<file path="config.mk">
export PLATFORM = sky130hd
export DESIGN_NAME = mii_frame_scheduler
export DESIGN_NICKNAME = d
export VERILOG_FILES = /design/src/rtl/mii_sched_pkg.sv /design/src/rtl/mii_frame_scheduler_rr_arbiter.sv /design/src/rtl/mii_frame_scheduler.sv
export SDC_FILE = /design/constraint.sdc
export NUM_CORES = 1
export LEC_CHECK = 0
export BUFFER_PORTS_ARGS = -buffer_cell sky130_fd_sc_hd__buf_2
export CORE_AREA = 3 3 110 112
export CTS_CLUSTER_SIZE = 14
export DETAILED_ROUTE_END_ITERATION = 16
export DIE_AREA = 0 0 113 115
export PLACE_DENSITY = 0.75
export SYNTH_ARGS = -nofsm -noshare
export SYNTH_HDL_FRONTEND = slang
export SYNTH_SLANG_ARGS = --single-unit
</file>
<file path="constraint.sdc">
create_clock -name clk -period 3.2 [get_ports clk]
set_input_delay 0.48 -clock clk [delete_from_list [all_inputs] [get_ports clk]]
set_output_delay 0.48 -clock clk [all_outputs]
set_load 0.05 [all_outputs]
</file>
<file path="src/rtl/mii_sched_pkg.sv">
// mii_sched_pkg: shared states, codes and padding helper for the MII frame scheduler
package mii_sched_pkg;
  typedef enum logic [2:0] {IDLE, ARB, START, WAIT_V, SEND, GAP} state_t;
  localparam logic [7:0]  NO_PADDING  = 8'd2;
  localparam logic [15:0] MIN_PAYLOAD = 16'd46;
  localparam logic [7:0]  IDLE_CODE   = 8'h07;
  localparam logic [7:0]  START_CODE  = 8'hFB;
  localparam logic [7:0]  EOF_CODE    = 8'hFD;
  function automatic logic [15:0] pad_len(input logic [15:0] len, input logic [7:0] intr);
    return (intr != NO_PADDING && len < MIN_PAYLOAD) ? MIN_PAYLOAD : len;
  endfunction
endpackage

</file>
<file path="src/rtl/mii_frame_scheduler_rr_arbiter.sv">
// rr_arbiter: combinational round-robin pick of the first request at or after ptr
module rr_arbiter #(
  parameter int N = 4,
  localparam int PW = (N > 1) ? $clog2(N) : 1
) (
  input  logic [N-1:0]  req_i,
  input  logic [PW-1:0] ptr_i,
  output logic [N-1:0]  gnt_o
);
  // scan from the farthest offset down so the nearest set bit overwrites the rest
  always_comb begin
    gnt_o = '0;
    for (int i = N - 1; i >= 0; i--)
      if (|(req_i & (N'(1) << ((int'(ptr_i) + i) % N)))) gnt_o = N'(1) << ((int'(ptr_i) + i) % N);
  end
endmodule

</file>
<file path="src/rtl/mii_frame_scheduler.sv">
// mii_frame_scheduler: round-robin sharing of one MII frame generator among NUM_REQ sources
module mii_frame_scheduler
  import mii_sched_pkg::*;
#(
  parameter int NUM_REQ          = 4,
  parameter int PAYLOAD_MAX_SIZE = 1500,
  parameter int TIMEOUT_CYCLES   = 64
) (
  input  logic                    clk,
  input  logic                    i_rst_n,
  input  logic                    i_enable,
  input  logic [NUM_REQ-1:0]      i_req,
  input  logic [16*NUM_REQ-1:0]   i_len,
  input  logic [8*NUM_REQ-1:0]    i_intr,
  input  logic [7:0]              i_ipg_cycles,
  input  logic                    i_gen_valid,
  output logic                    o_gen_start,
  output logic [15:0]             o_gen_len,
  output logic [7:0]              o_gen_intr,
  output logic [NUM_REQ-1:0]      o_grant,
  output logic [NUM_REQ-1:0]      o_ack,
  output logic                    o_len_err,
  output logic                    o_timeout_err,
  output logic                    o_busy,
  output logic [31:0]             o_frame_count
);
  localparam int PW = (NUM_REQ > 1) ? $clog2(NUM_REQ) : 1;
  state_t state_q, state_d;
  logic [PW-1:0] ptr_q, ptr_d, win_idx;
  logic [NUM_REQ-1:0] grant_q, grant_d, ack_q, ack_d, gnt;
  logic [15:0] len_q, len_d, timer_q, timer_d, win_len, gap;
  logic [7:0] intr_q, intr_d, win_intr;
  logic start_q, start_d, len_err_q, len_err_d, tout_q, tout_d;
  logic [31:0] count_q, count_d;
  rr_arbiter #(.N(NUM_REQ)) u_arb (.req_i(i_req), .ptr_i(ptr_q), .gnt_o(gnt));
  assign gap = (i_ipg_cycles == 8'd0) ? 16'd1 : 16'(i_ipg_cycles);
  // select the winning source's length, interrupt code and index
  always_comb begin
    win_len = '0;
    win_intr = '0;
    win_idx = '0;
    for (int k = 0; k < NUM_REQ; k++)
      if (gnt[k]) begin
        win_len = i_len[16*k +: 16];
        win_intr = i_intr[8*k +: 8];
        win_idx = PW'(k);
      end
  end
  // next-state and registered-output logic; pulses default low every cycle
  always_comb begin
    state_d = state_q;
    ptr_d = ptr_q;
    grant_d = grant_q;
    len_d = len_q;
    intr_d = intr_q;
    timer_d = timer_q;
    count_d = count_q;
    ack_d = '0;
    start_d = 1'b0;
    len_err_d = 1'b0;
    tout_d = 1'b0;
    case (state_q)
      IDLE: state_d = (i_enable && |i_req) ? ARB : IDLE;
      ARB: begin
        state_d = IDLE;
        if (|gnt) begin
          ptr_d = (win_idx == PW'(NUM_REQ - 1)) ? '0 : win_idx + 1'b1;
          len_d = pad_len(win_len, win_intr);
          intr_d = win_intr;
          if (win_len > 16'(PAYLOAD_MAX_SIZE)) begin
            len_err_d = 1'b1;
            ack_d = gnt;
          end else begin
            grant_d = gnt;
            state_d = START;
          end
        end
      end
      START: begin
        start_d = 1'b1;
        timer_d = '0;
        state_d = WAIT_V;
      end
      WAIT_V: begin
        if (i_gen_valid) state_d = SEND;
        else if (timer_q == 16'(TIMEOUT_CYCLES - 1)) begin
          tout_d = 1'b1;
          ack_d = grant_q;
          grant_d = '0;
          timer_d = gap;
          state_d = GAP;
        end else timer_d = timer_q + 16'd1;
      end
      SEND: begin
        if (!i_gen_valid) begin
          ack_d = grant_q;
          count_d = count_q + 32'd1;
          grant_d = '0;
          timer_d = gap;
          state_d = GAP;
        end
      end
      GAP: begin
        state_d = (timer_q <= 16'd1) ? IDLE : GAP;
        timer_d = (timer_q <= 16'd1) ? timer_q : timer_q - 16'd1;
      end
      default: state_d = IDLE;
    endcase
  end
  // state and output registers; reset aborts any frame without an ack
  always_ff @(posedge clk or negedge i_rst_n) begin
    if (!i_rst_n) begin
      state_q <= IDLE;
      ptr_q <= '0;
      grant_q <= '0;
      ack_q <= '0;
      len_q <= '0;
      intr_q <= '0;
      timer_q <= '0;
      count_q <= '0;
      start_q <= 1'b0;
      len_err_q <= 1'b0;
      tout_q <= 1'b0;
    end else begin
      state_q <= state_d;
      ptr_q <= ptr_d;
      grant_q <= grant_d;
      ack_q <= ack_d;
      len_q <= len_d;
      intr_q <= intr_d;
      timer_q <= timer_d;
      count_q <= count_d;
      start_q <= start_d;
      len_err_q <= len_err_d;
      tout_q <= tout_d;
    end
  end
  assign o_gen_start = start_q;
  assign o_gen_len = len_q;
  assign o_gen_intr = intr_q;
  assign o_grant = grant_q;
  assign o_ack = ack_q;
  assign o_len_err = len_err_q;
  assign o_timeout_err = tout_q;
  assign o_busy = state_q != IDLE;
  assign o_frame_count = count_q;
endmodule

</file>
==> results by group, run 1 <==
Status
  – Status: complete, no violations

CTS
  – Clock-pin slew on the worst setup and hold paths: roughly 0.070 ns
  – CTS Buffer Depth: 2
  – Inserted Clock Buffers: 9
  – Clock sinks: just under 90
  – H-Tree Depth: 3
  – Hold Buf Count CTS: 0
  – Post-CTS setup buffers: 0
  – Clock Latency Late Sink: between 0.3 and 0.4 ns
  – CTS tree: done
  – Post-CTS sizing: 0
  – CTS root buffer: clkbuf_16

Power and ir drop
  – Maximum vdd ir drop: around 520 uV
  – Pwr dens: between 800 and 900 mW/mm^2
  – Final total power: roughly 6.0 mW
  – Leak: between 3 and 4 nW

Critical path
  – WS Path Type: reg2reg
  – Arrival @ worst endpoint: about 3.3 ns
  – Slowest stage cell, crit path: or4_1
  – RR Endpoint: o_ack[3]
  – Critical Path RT: 3.43 ns
  – Crit path largest cell delay: between 0.5 and 0.6 ns
  – CP max FO: 16
  – CP Cell Sequence: nand2b_4, a311o_4, nand3_1, a41oi_1, or4_1, buf_4, and4bb_2, a22oi_2, a32o_1
  – WP buf/inv: 1
  – CP Depth: 9
  – Crit path launch type: register
  – Critical R2R Launch: ptr_q[0]
  – Worst setup EP type: register
  – Flop-to-flop setup slack: approximately 0.17 ns
  – Delay-heaviest family, CP: simple AND/OR/NAND/NOR gates
  – Worst R2R Path Depth: 9

Logic synthesis
  – Mapped Nets: about 760
  – Synthesis Warnings: 0
  – Combinational family with the most area after synthesis: simple AND/OR/NAND/NOR gates
  – Register area share after synthesis: 0.396
  – Xor/xnor share of the synthesized area: 0.0519
  – Post-synthesis mux area share: 0.0200
  – Post-Synth Adder-Cell Area: 0.0135
  – Unique masters post-synth: 70
  – Mapped Area: around 0.0056 sq mm
  – Mean post-synth cell area: 8.64 sq um
  – Post-synth EDFFs: 0
  – Post-synthesis simple-gate area fraction: 0.260
  – Synth Area in Compound Gates: 0.221
  – Seq cells post-synth: 88
  – Synth Flop Type: dfrtp_1
  – Asr flop ratio synth: 1.00
  – Mapped Cells: approximately 640

Detailed routing
  – Total Wirelength: about 18000 microns
  – DR DRC count: 0
  – 1st-iter DRT viols: approximately 380
  – DR vias: about 6000
  – 1st-pass router iterations: 5
  – DR WL/cell: between 15 and 20 microns
  – DR vias/cell: approximately 6.0
  – Remaining antenna violation count after routing: 0

Final layout
  – Layout area overhead: 25.5%
  – Final core occ: 0.617
  – Final instance area: ~0.007 sq mm
  – Layout cells sized above 1: 0.303
  – Fillers: 1019
  – # nets final: 942
  – Most frequent cells in the layout: buf_2 (178), nand2_1 (98), dfrtp_1 (87)
  – Most common cell after layout, fill and taps aside: buf_2
  – Ant diodes: 0

GRT
  – GRT overflow: 0
  – Initial antenna violation count: 0
  – Largest net degree at the start of global routing: around 90
  – First-pass GRT wire length: between 20000 and 30000 microns
  – Vias in the first global route: around 5600
  – Gr usage total: 0.269

STA
  – Max-slew headroom: 0.260
  – Fin crit share: 0.946
  – RSZ-0062 raised after global routing: false
  – Worst clock skew: 0.00842 ns
  – Max-slew violation count: 0
  – Final setup viols: 0
  – Fmax: 330 MHz
  – Setup TNS: 0 ns
  – Crit path time final: approximately 3.0 ns
  – Least-Margin Pin Slew: between 1 and 1.5 ns
  – Hold Fails Final Rpt: 0

Placed design
  – Post-DP HPWL: between 10000 and 15000 microns
  – PortBufs: approximately 180
  – Placed Area: 0.00669 sq mm
  – Routability Congestion: a little under 1

Floorplan
  – DIE WIDTH: 113 microns
  – Core area: about 0.011 sq mm
  – Starting Density: 0.492
  – Die height: 115 microns
  – Die area: between 0.01 and 0.015 sq mm
  – Row Count: 39
  – Num ports: 180

Min path
  – Hold/Removal Path Class: in2async

Job
  – Max-cap violations: 0
## state kept, by name (all words and copies together) (netlist names)
| signal | flops |
|---|---|
| o_gen_intr | 8 |
| o_gen_len | 16 |
| o_ack | 4 |
| o_frame_count | 32 |
| o_gen_start | 1 |
| o_len_err | 1 |
| ptr_q | 2 |
| state_q | 3 |
| o_timeout_err | 1 |
| o_grant | 4 |
| timer_q | 16 |
## logic make-up (layout without fill, tap and decap cells)
kind of cell	count (synthesis)	in the layout
AOI/OAI and AO/OA	160	160
xor gates and xnor gates	33	33
adders and majority gates	6	6
buffers and inverters	48	233
DFF	88	88
muxes	10	10
and+or+nand+nor	299	299
## where the power goes
part	internal, mW	switching (mW)
Sequential	1.37	0.258
Combinational	1.09	2.21
Clock	0.554	0.503
## final cells by class
class	instances	area (sq um)	share of cell area
multi-input combinational	508	3150	0.451
sequential	88	2200	0.315
timing repair buffer	206	1110	0.159
clock buffer	9	225	0.0322
tap	143	179	0.0256
clock inverter	7	75.1	0.0107
inverter	11	41.3	0.00591
## worst register-to-register path: stages, from the launching register on
cell and delay, ns:
dfrtp_1 0.42, nand2b_4 0.18, a311o_4 0.50, nand3_1 0.11
a41oi_1 0.15, or4_1 0.59, buf_4 0.19, and4bb_2 0.38
a22oi_2 0.12, a32o_1 0.27
## synth_stat cells, drive strengths merged, types with 11 or more instances
library cell | count | area share
a21oi | 18 | 0.016
a22oi | 16 | 0.022
a31oi | 14 | 0.016
and3 | 12 | 0.013
buf | 11 | 0.013
clkbuf | 26 | 0.018
dfrtp | 88 | 0.40
inv | 11 | 0.0074
nand2 | 98 | 0.066
nand3 | 37 | 0.033
nand4 | 11 | 0.012
nor2 | 54 | 0.037
nor3 | 35 | 0.031
o21ai | 38 | 0.034
xnor2 | 22 | 0.035
xor2 | 11 | 0.017
## through the flow
step	hold slack [ns]	instances	setup slack (ns)
after global placement	0.455	956	0.134
final	0.327	972	0.173
after detailed placement	0.461	956	0.0593
after floorplan	0.184	644	0.292
after global routing	0.427	972	0.0684
after CTS	0.389	972	0.0913
## how the worst max path moves through the flow
stage / from / slack [ns] / to
2_1_floorplan: i_req[2] / 0.29 / o_gen_len[0]
3_3_place_gp: i_req[2] / 0.13 / o_gen_len[4]
3_5_place_dp: i_req[2] / 0.06 / o_ack[3]
4_1_cts: ptr_q[1] / 0.09 / o_ack[3]
5_1_grt: ptr_q[1] / 0.07 / o_ack[3]
6_report: ptr_q[0] / 0.17 / o_ack[3]
## per-layer routing
layer	GRT usage	share of wire	vias to the layer above
met3	0.0426	0.068	45
met4	0.111	0.031	0
li1	-	-	2762
met1	0.323	0.40	2797
met2	0.483	0.50	240
met5	0	0	-
Note: power is estimated with default switching activity, not from simulation.
==> run 2, diff against run 1 <==
--- a/config.mk
+++ b/config.mk
@@ -6,11 +6,13 @@
 export NUM_CORES = 1
 export LEC_CHECK = 0
 export BUFFER_PORTS_ARGS = -buffer_cell sky130_fd_sc_hd__buf_2
-export CORE_AREA = 3 3 110 112
+export CORE_AREA = 3 3 109 111
 export CTS_CLUSTER_SIZE = 14
 export DETAILED_ROUTE_END_ITERATION = 16
-export DIE_AREA = 0 0 113 115
+export DIE_AREA = 0 0 112 114
+export GPL_ROUTABILITY_DRIVEN = 0
 export PLACE_DENSITY = 0.75
 export SYNTH_ARGS = -nofsm -noshare
 export SYNTH_HDL_FRONTEND = slang
+export SYNTH_HIERARCHICAL = 1
 export SYNTH_SLANG_ARGS = --single-unit
==> run 2 against run 1 <==
Combinational power fell by 6.0%. Largest cell class unchanged. Critical endpoint is now state_q[1]. Power fell by 8.6%. Critical path type unchanged. Die area fell by 1.7%.
==> results by group, run 2 <==
Final layout
  – Layout area overhead: 25.2%
  – Largest register FFs: 32 (unchanged)
  – Most frequent cells in the layout: buf_2 (178), dfrtp_1 (87), nand2_1 (76)
  – # nets final: 921 (-2.2%)
  – Ant diodes: 0 (unchanged)
  – Layout cells sized above 1: 0.312 (+0.00911)
  – Most common cell after layout, fill and taps aside: buf_2
  – Post-Layout Cell Count: 948 (-2.5%)

Logic synthesis
  – Asr flop ratio synth: 1.00 (unchanged)
  – Post-synth top area share: 0.401 (+0.00550)
  – Most instantiated library cell after synthesis: dfrtp_1
  – Post-synth EDFFs: 0 (unchanged)
  – Register area share after synthesis: 0.401 (+0.00550)
  – Synthesis Warnings: 6 (+6)
  – Area contributors post-synth: dfrtp_1 (40%), nand2_1 (5.2%), o21ai_0 (4.0%), xnor2_1 (4.0%), nor2_1 (3.5%)
  – Synth cell count leaders: dfrtp_1 (88), nand2_1 (76), nor2_1 (51)
  – Mapped Cells: 626 (-2.8%)
  – Mapped Nets: 744 (-2.4%)
  – Unique masters post-synth: 77 (+10%)
  – Mean post-synth cell area: 8.77 sq um (+1.5%)
  – Seq cells post-synth: 88 (unchanged)
  – Mapped Area: 0.00549 sq mm (-1.4%)
  – Synth Flop Type: dfrtp_1
  – Cell taking the most area after synthesis: dfrtp_1

Floorplan
  – Num ports: 180 (unchanged)
  – Die height: 114 microns (-0.87%)
  – Starting Density: 0.504 (+0.0125)
  – DIE WIDTH: 112 microns (-0.88%)
  – Core area: 0.0109 sq mm (-3.8%)
  – Die area: 0.0128 sq mm (-1.7%)
  – Row Count: 38 (-2.6%)

CTS
  – CTS Buffer Depth: 2 (unchanged)
  – CTS tree: done
  – Clock-pin slew on the worst setup and hold paths: 0.09 ns (+0.02 ns)
  – Clock sinks: 88 (unchanged)
  – Clock Latency Late Sink: 0.36 ns (about the same)
  – CTS root buffer: clkbuf_8
  – H-Tree Depth: 3 (unchanged)
  – Hold Buf Count CTS: 0 (unchanged)
  – Inserted Clock Buffers: 9 (unchanged)

GRT
  – Initial antenna violation count: 0 (unchanged)
  – Largest net degree at the start of global routing: 73 (-18%)
  – GRT overflow: 0 (unchanged)
  – Gr usage total: 0.250 (-0.0190)
  – First-pass GRT wire length: 26200 microns (-7.7%)
  – Vias in the first global route: 5326 (-5.6%)

Status
  – Status: complete, no violations

STA
  – Worst clock skew: 0.00595 ns (-0.00247 ns)
  – Fin crit share: 0.956 (+0.0103)
  – Max-slew headroom: 0.258 (-0.00215)
  – RSZ-0062 raised after global routing: true
  – Max-slew violation count: 0 (unchanged)
  – WHS: 0.222 ns (-0.105 ns)
  – Hold Fails Final Rpt: 0 (unchanged)
  – Fmax: 327 MHz (-1.1%)
  – Final setup viols: 0 (unchanged)
  – Crit path time final: 3.06 ns (+0.0330 ns)
  – Least-Margin Pin Slew: 1.11 ns (-0.00345 ns)
  – Final worst slack: 0.140 ns (-0.0330 ns)

Detailed routing
  – Total Wirelength: 16900 microns (-5.5%)
  – DR vias: 5693 (-2.6%)
  – 1st-pass router iterations: 6 (+1)
  – DR vias/cell: 6.01 (-0.12%)
  – DR DRC count: 0 (unchanged)
  – DR WL/cell: 17.8 microns (-3.1%)
  – 1st-iter DRT viols: 687 (+79%)
  – Remaining antenna violation count after routing: 0 (unchanged)

Critical path
  – Worst setup EP type: register
  – Arrival @ worst endpoint: 3.31 ns (+0.05 ns)
  – CP max FO: 7 (-9)
  – WS Path Type: reg2reg
  – Worst R2R Path Depth: 11 (+2)
  – Worst Setup SP: ptr_q[0]
  – Critical Path RT: 3.45 ns (+0.02 ns)
  – RR Endpoint: state_q[1]
  – Critical R2R Launch: ptr_q[0]
  – Crit path launch type: register
  – Worst Setup EP: state_q[1]
  – Flop-to-flop setup slack: 0.14 ns (-0.03 ns)

Power and ir drop
  – Maximum vdd ir drop: 727 uV (+41%)
  – Leak: 3.36 nW (+2.0%)
  – Pwr dens: 797 mW/mm^2 (-7.1%)

Placed design
  – Setup WS pre-CTS: -0.142 ns (-0.201 ns)
  – Post-DP HPWL: 12900 microns (-4.8%)
  – PortBufs: 179 (unchanged)
  – Placed Instances: 930 (-2.7%)

Min path
  – Hold/Removal Path Class: in2async

Job
  – Max-cap violations: 0 (unchanged)
## run 2: cell count changes after synthesis, moves of 6 or more
cell,before,now
o22ai_1,3,9
a2bb2oi_1,0,6
a31oi_1,14,2
or3_1,9,1
nand2_1,98,76
a21oi_1,18,27
o21ai_0,32,44
mux2_2,9,1
a41oi_1,6,0
nand3_1,37,21
a221oi_1,2,11
nor3_1,35,12
## run 2: where the power goes
group | internal [mW] | switching (mW)
registers | 1.36 | 0.232
clock network | 0.365 | 0.414
logic | 1.03 | 2.08
total | 2.75 | 2.73
## run 2: final cells by class
type	instances	area, sq um
timing repair buffer	211	1150
clock inverter	6	67.6
fill	964	4020
inverter	14	52.6
tap	140	175
multi-input combinational	479	3090
clock buffer	10	128
sequential	88	2200
## run 2: logic make-up (layout without fill, tap and decap cells)
| logic type | after synthesis | after routing | synth area share |
|---|---|---|---|
| buffers and inverters | 59 | 241 | 0.0449 |
| adders and majority gates | 6 | 6 | 0.0137 |
| muxes | 6 | 6 | 0.0116 |
| DFF | 88 | 88 | 0.401 |
| xor gates and xnor gates | 39 | 39 | 0.0622 |
| AOI/OAI and AO/OA | 193 | 193 | 0.251 |
| and+or+nand+nor | 235 | 235 | 0.215 |
## run 2: through the flow
step,instance area (sq um),power (mW),setup TNS (ns),util
after floorplan,5490,3.76,0,-
after global placement,6620,4.57,0,0.608
after detailed placement,6620,4.64,-0.625,0.608
after CTS,6820,5.44,0,0.626
after global routing,6870,5.82,-0.0439,0.631
final,6870,5.48,0,0.631
## run 2: worst min-delay path by stage
stage / end / startpoint
after CTS: o_frame_count[16] / i_rst_n
after detailed placement: o_frame_count[31] / o_frame_count[31]
after global routing: o_frame_count[30] / i_rst_n
after floorplan: o_ack[0] / i_rst_n
after global placement: o_frame_count[31] / o_frame_count[31]
final: o_frame_count[16] / i_rst_n
## run 2: worst max-delay path, cell delays in order (launching register included)
cell and delay [ns]:
dfrtp_2 0.45, nor2b_1 0.12, o21ai_0 0.08, and3_1 0.23, and2b_2 0.30, a221o_1 0.16
o221ai_1 0.14, or4_4 0.56, buf_4 0.17, o31a_1 0.27, o21a_2 0.26, a32o_1 0.22
## run 2: per-layer routing
| layer | wire length [microns] | vias to the layer above | GRT usage | part of all wire |
|---|---|---|---|---|
| met3 | 1120 | 27 | 0.0430 | 0.066 |
| met2 | 8150 | 238 | 0.400 | 0.48 |
| met5 | 0 | - | 0 | 0 |
| met4 | 280 | 0 | 0.0793 | 0.017 |
| met1 | 7300 | 2768 | 0.349 | 0.43 |
| li1 | - | 2660 | - | - |
## run 2: what timing repair did
item / in CTS / in global routing
endpoints found under the setup margin: 0 / 13
setup buffers: 0 / 2
gates resized for setup: 0 / 9
==> run 3, diff against run 2 <==
--- a/config.mk
+++ b/config.mk
@@ -7,6 +7,7 @@
 export LEC_CHECK = 0
 export BUFFER_PORTS_ARGS = -buffer_cell sky130_fd_sc_hd__buf_2
 export CORE_AREA = 3 3 109 111
+export CTS_BUF_LIST = sky130_fd_sc_hd__clkbuf_16
 export CTS_CLUSTER_SIZE = 14
 export DETAILED_ROUTE_END_ITERATION = 16
 export DIE_AREA = 0 0 112 114
==> run 3 against run 2 <==
Power up 5.1%. Utilization increased by 0.93 points. Clock-buffer cell count decreased by 1. Critical endpoint unchanged. Largest cell class unchanged.
==> results by group, run 3 (synthesis gave the netlist of run 2 again) <==
GRT
  – Largest net degree at the start of global routing: 73 (unchanged)
  – GRT overflow: 0 (unchanged)
  – Initial antenna violation count: 0 (unchanged)
  – Gr usage total: 0.253 (+0.00292)
  – First-pass GRT wire length: 26400 microns (+0.79%)
  – Vias in the first global route: 5368 (+0.79%)

Power and ir drop
  – Maximum vdd ir drop: 617 uV (-15%)
  – Flop pwr share: 0.276 (-0.014)
  – Switch share: 0.480 (-0.0178)
  – P_sw: 2.76 mW (+1.4%)
  – Clock power frac: 0.183 (+0.041)
  – Logic pwr share: 0.540 (-0.027)
  – Leak: 3.41 nW (+1.5%)
  – Pint: 2.99 mW (+8.8%)
  – Pwr dens: 826 mW/mm^2 (+3.6%)

Job
  – Max-cap violations: 0 (unchanged)

STA
  – Least-Margin Pin Slew: 1.07 ns (-0.0347 ns)
  – Crit path time final: 3.06 ns (+0.00317 ns)
  – Fmax: 326 MHz (-0.10%)
  – Max-slew violation count: 0 (unchanged)
  – RSZ-0062 raised after global routing: true
  – Worst clock skew: 0.00486 ns (-0.00109 ns)
  – Fin crit share: 0.957 (+0.000992)
  – Hold Fails Final Rpt: 0 (unchanged)
  – Final worst slack: 0.136 ns (-0.00317 ns)
  – Max-slew headroom: 0.281 (+0.0233)
  – Final setup viols: 0 (unchanged)

Critical path
  – WS Path Type: reg2reg
  – Crit path launch type: register
  – Worst setup EP type: register
  – Arrival @ worst endpoint: 3.29 ns (-0.02 ns)
  – Critical Path RT: 3.43 ns (-0.02 ns)
  – CP max FO: 7 (unchanged)

Final layout
  – Final instance area: 0.00697 sq mm (+1.5%)
  – # nets final: 921 (unchanged)
  – Largest register FFs: 32 (unchanged)
  – Layout cells sized above 1: 0.312 (unchanged)
  – Ant diodes: 0 (unchanged)
  – Most common cell after layout, fill and taps aside: buf_2
  – Most frequent cells in the layout: buf_2 (178), dfrtp_1 (87), nand2_1 (76)
  – Layout area overhead: 27.0%

CTS
  – CTS Buffer Depth: 2 (unchanged)
  – Clock-pin slew on the worst setup and hold paths: 0.07 ns (-0.02 ns)
  – Clock sinks: 88 (unchanged)
  – CTS root buffer: clkbuf_16
  – Clock Latency Late Sink: 0.34 ns (-0.02 ns)
  – Hold Buf Count CTS: 0 (unchanged)
  – Inserted Clock Buffers: 9 (unchanged)
  – H-Tree Depth: 3 (unchanged)
  – CTS tree: done

Status
  – Status: complete, no violations

Detailed routing
  – Remaining antenna violation count after routing: 0 (unchanged)
  – Total Wirelength: 17000 microns (+0.66%)
  – 1st-iter DRT viols: 695 (+1.2%)
  – DR vias/cell: 6.06 (+0.86%)
  – DR DRC count: 0 (unchanged)
  – 1st-pass router iterations: 5 (-1)
  – DR WL/cell: 17.9 microns (+0.66%)
  – DR vias: 5742 (+0.86%)

Floorplan
  – DIE WIDTH: 112 microns (unchanged)
  – Row Count: 38 (unchanged)
  – Starting Density: 0.504 (unchanged)
  – Core area: 0.0109 sq mm (unchanged)
  – Num ports: 180 (unchanged)
  – Die height: 114 microns (unchanged)
  – Die area: 0.0128 sq mm (unchanged)

Placed design
  – Post-DP HPWL: 12900 microns (unchanged)
  – PortBufs: 179 (unchanged)
  – Setup WS pre-CTS: -0.142 ns (unchanged)
  – Placed Area: 0.00662 sq mm (unchanged)

Min path
  – Hold/Removal Path Class: in2async
[run 3: cell types whose count changed in the layout (fill, tap and decap cells not counted), sizes merged]
cell / before / now
clkbuf: 10 / 9
inv: 15 / 16
[run 3: power groups by stage]
stage	clock network (mW)	logic [mW]	registers [mW]
3_3_place_gp	0	2.98	1.59
4_1_cts	1.08	3.06	1.59
3_5_place_dp	0	3.04	1.60
6_report	1.06	3.11	1.59
5_1_grt	1.13	3.35	1.63
2_1_floorplan	0	1.56	2.20
[run 3: per-stage QoR]
stage | power [mW] | TNS [ns] | utilization | hold slack [ns] | std cells
floorplan | 3.76 | 0 | - | 0.184 | 626
detailed placement | 4.64 | -0.625 | 0.608 | 0.457 | 930
global placement | 4.57 | 0 | 0.608 | 0.455 | 930
CTS | 5.73 | 0 | 0.635 | 0.294 | 946
finish | 5.76 | 0 | 0.640 | 0.257 | 948
global route | 6.10 | -0.0255 | 0.640 | 0.340 | 948
[run 3: final timing paths]
path                                         from                 to  slack, ns  depth (start not counted)
min in group clk                        i_len[13]      o_gen_len[13]       0.42                          3
worst min-delay path                      i_rst_n  o_frame_count[16]       0.26                          1
worst max register to register           ptr_q[0]         state_q[1]       0.14                         11
max in group asynchronous                 i_rst_n         timer_q[8]       2.15                          2
worst min register to register  o_frame_count[31]  o_frame_count[31]       0.47                          1
worst max-delay path                     ptr_q[0]         state_q[1]       0.14                         11
[run 3: worst max-delay path, stage by stage (launching register included)]
cell and delay, ns:
dfrtp_2 0.44, nor2b_1 0.12, o21ai_0 0.08, and3_1 0.23
and2b_2 0.30, a221o_1 0.16, o221ai_1 0.14, or4_4 0.56
buf_4 0.17, o31a_1 0.27, o21a_2 0.26, a32o_1 0.22
[run 3: per-layer routing]
metal  track usage  wire [microns]  vias to the layer above
li1              -               -                     2664
met5             0               0                        -
met4        0.0777             324                        0
met2         0.405            8160                      262
met3        0.0520            1280                       31
met1         0.349            7200                     2785
[run 3: final cells by class]
| class | count | area (sq um) |
|---|---|---|
| clock inverters | 7 | 71.3 |
| clock buffers | 9 | 225 |
| inverters | 14 | 52.6 |
| multi-input cells | 479 | 3090 |
| flip-flops and latches | 88 | 2200 |
| fillers | 947 | 3920 |
| repair buffers | 211 | 1150 |
| well taps | 140 | 175 |
[run 3: timing repair]
action,in CTS,in global routing
buffers inserted,0,2
setup endpoints to repair,0,13
resized for setup,0,9
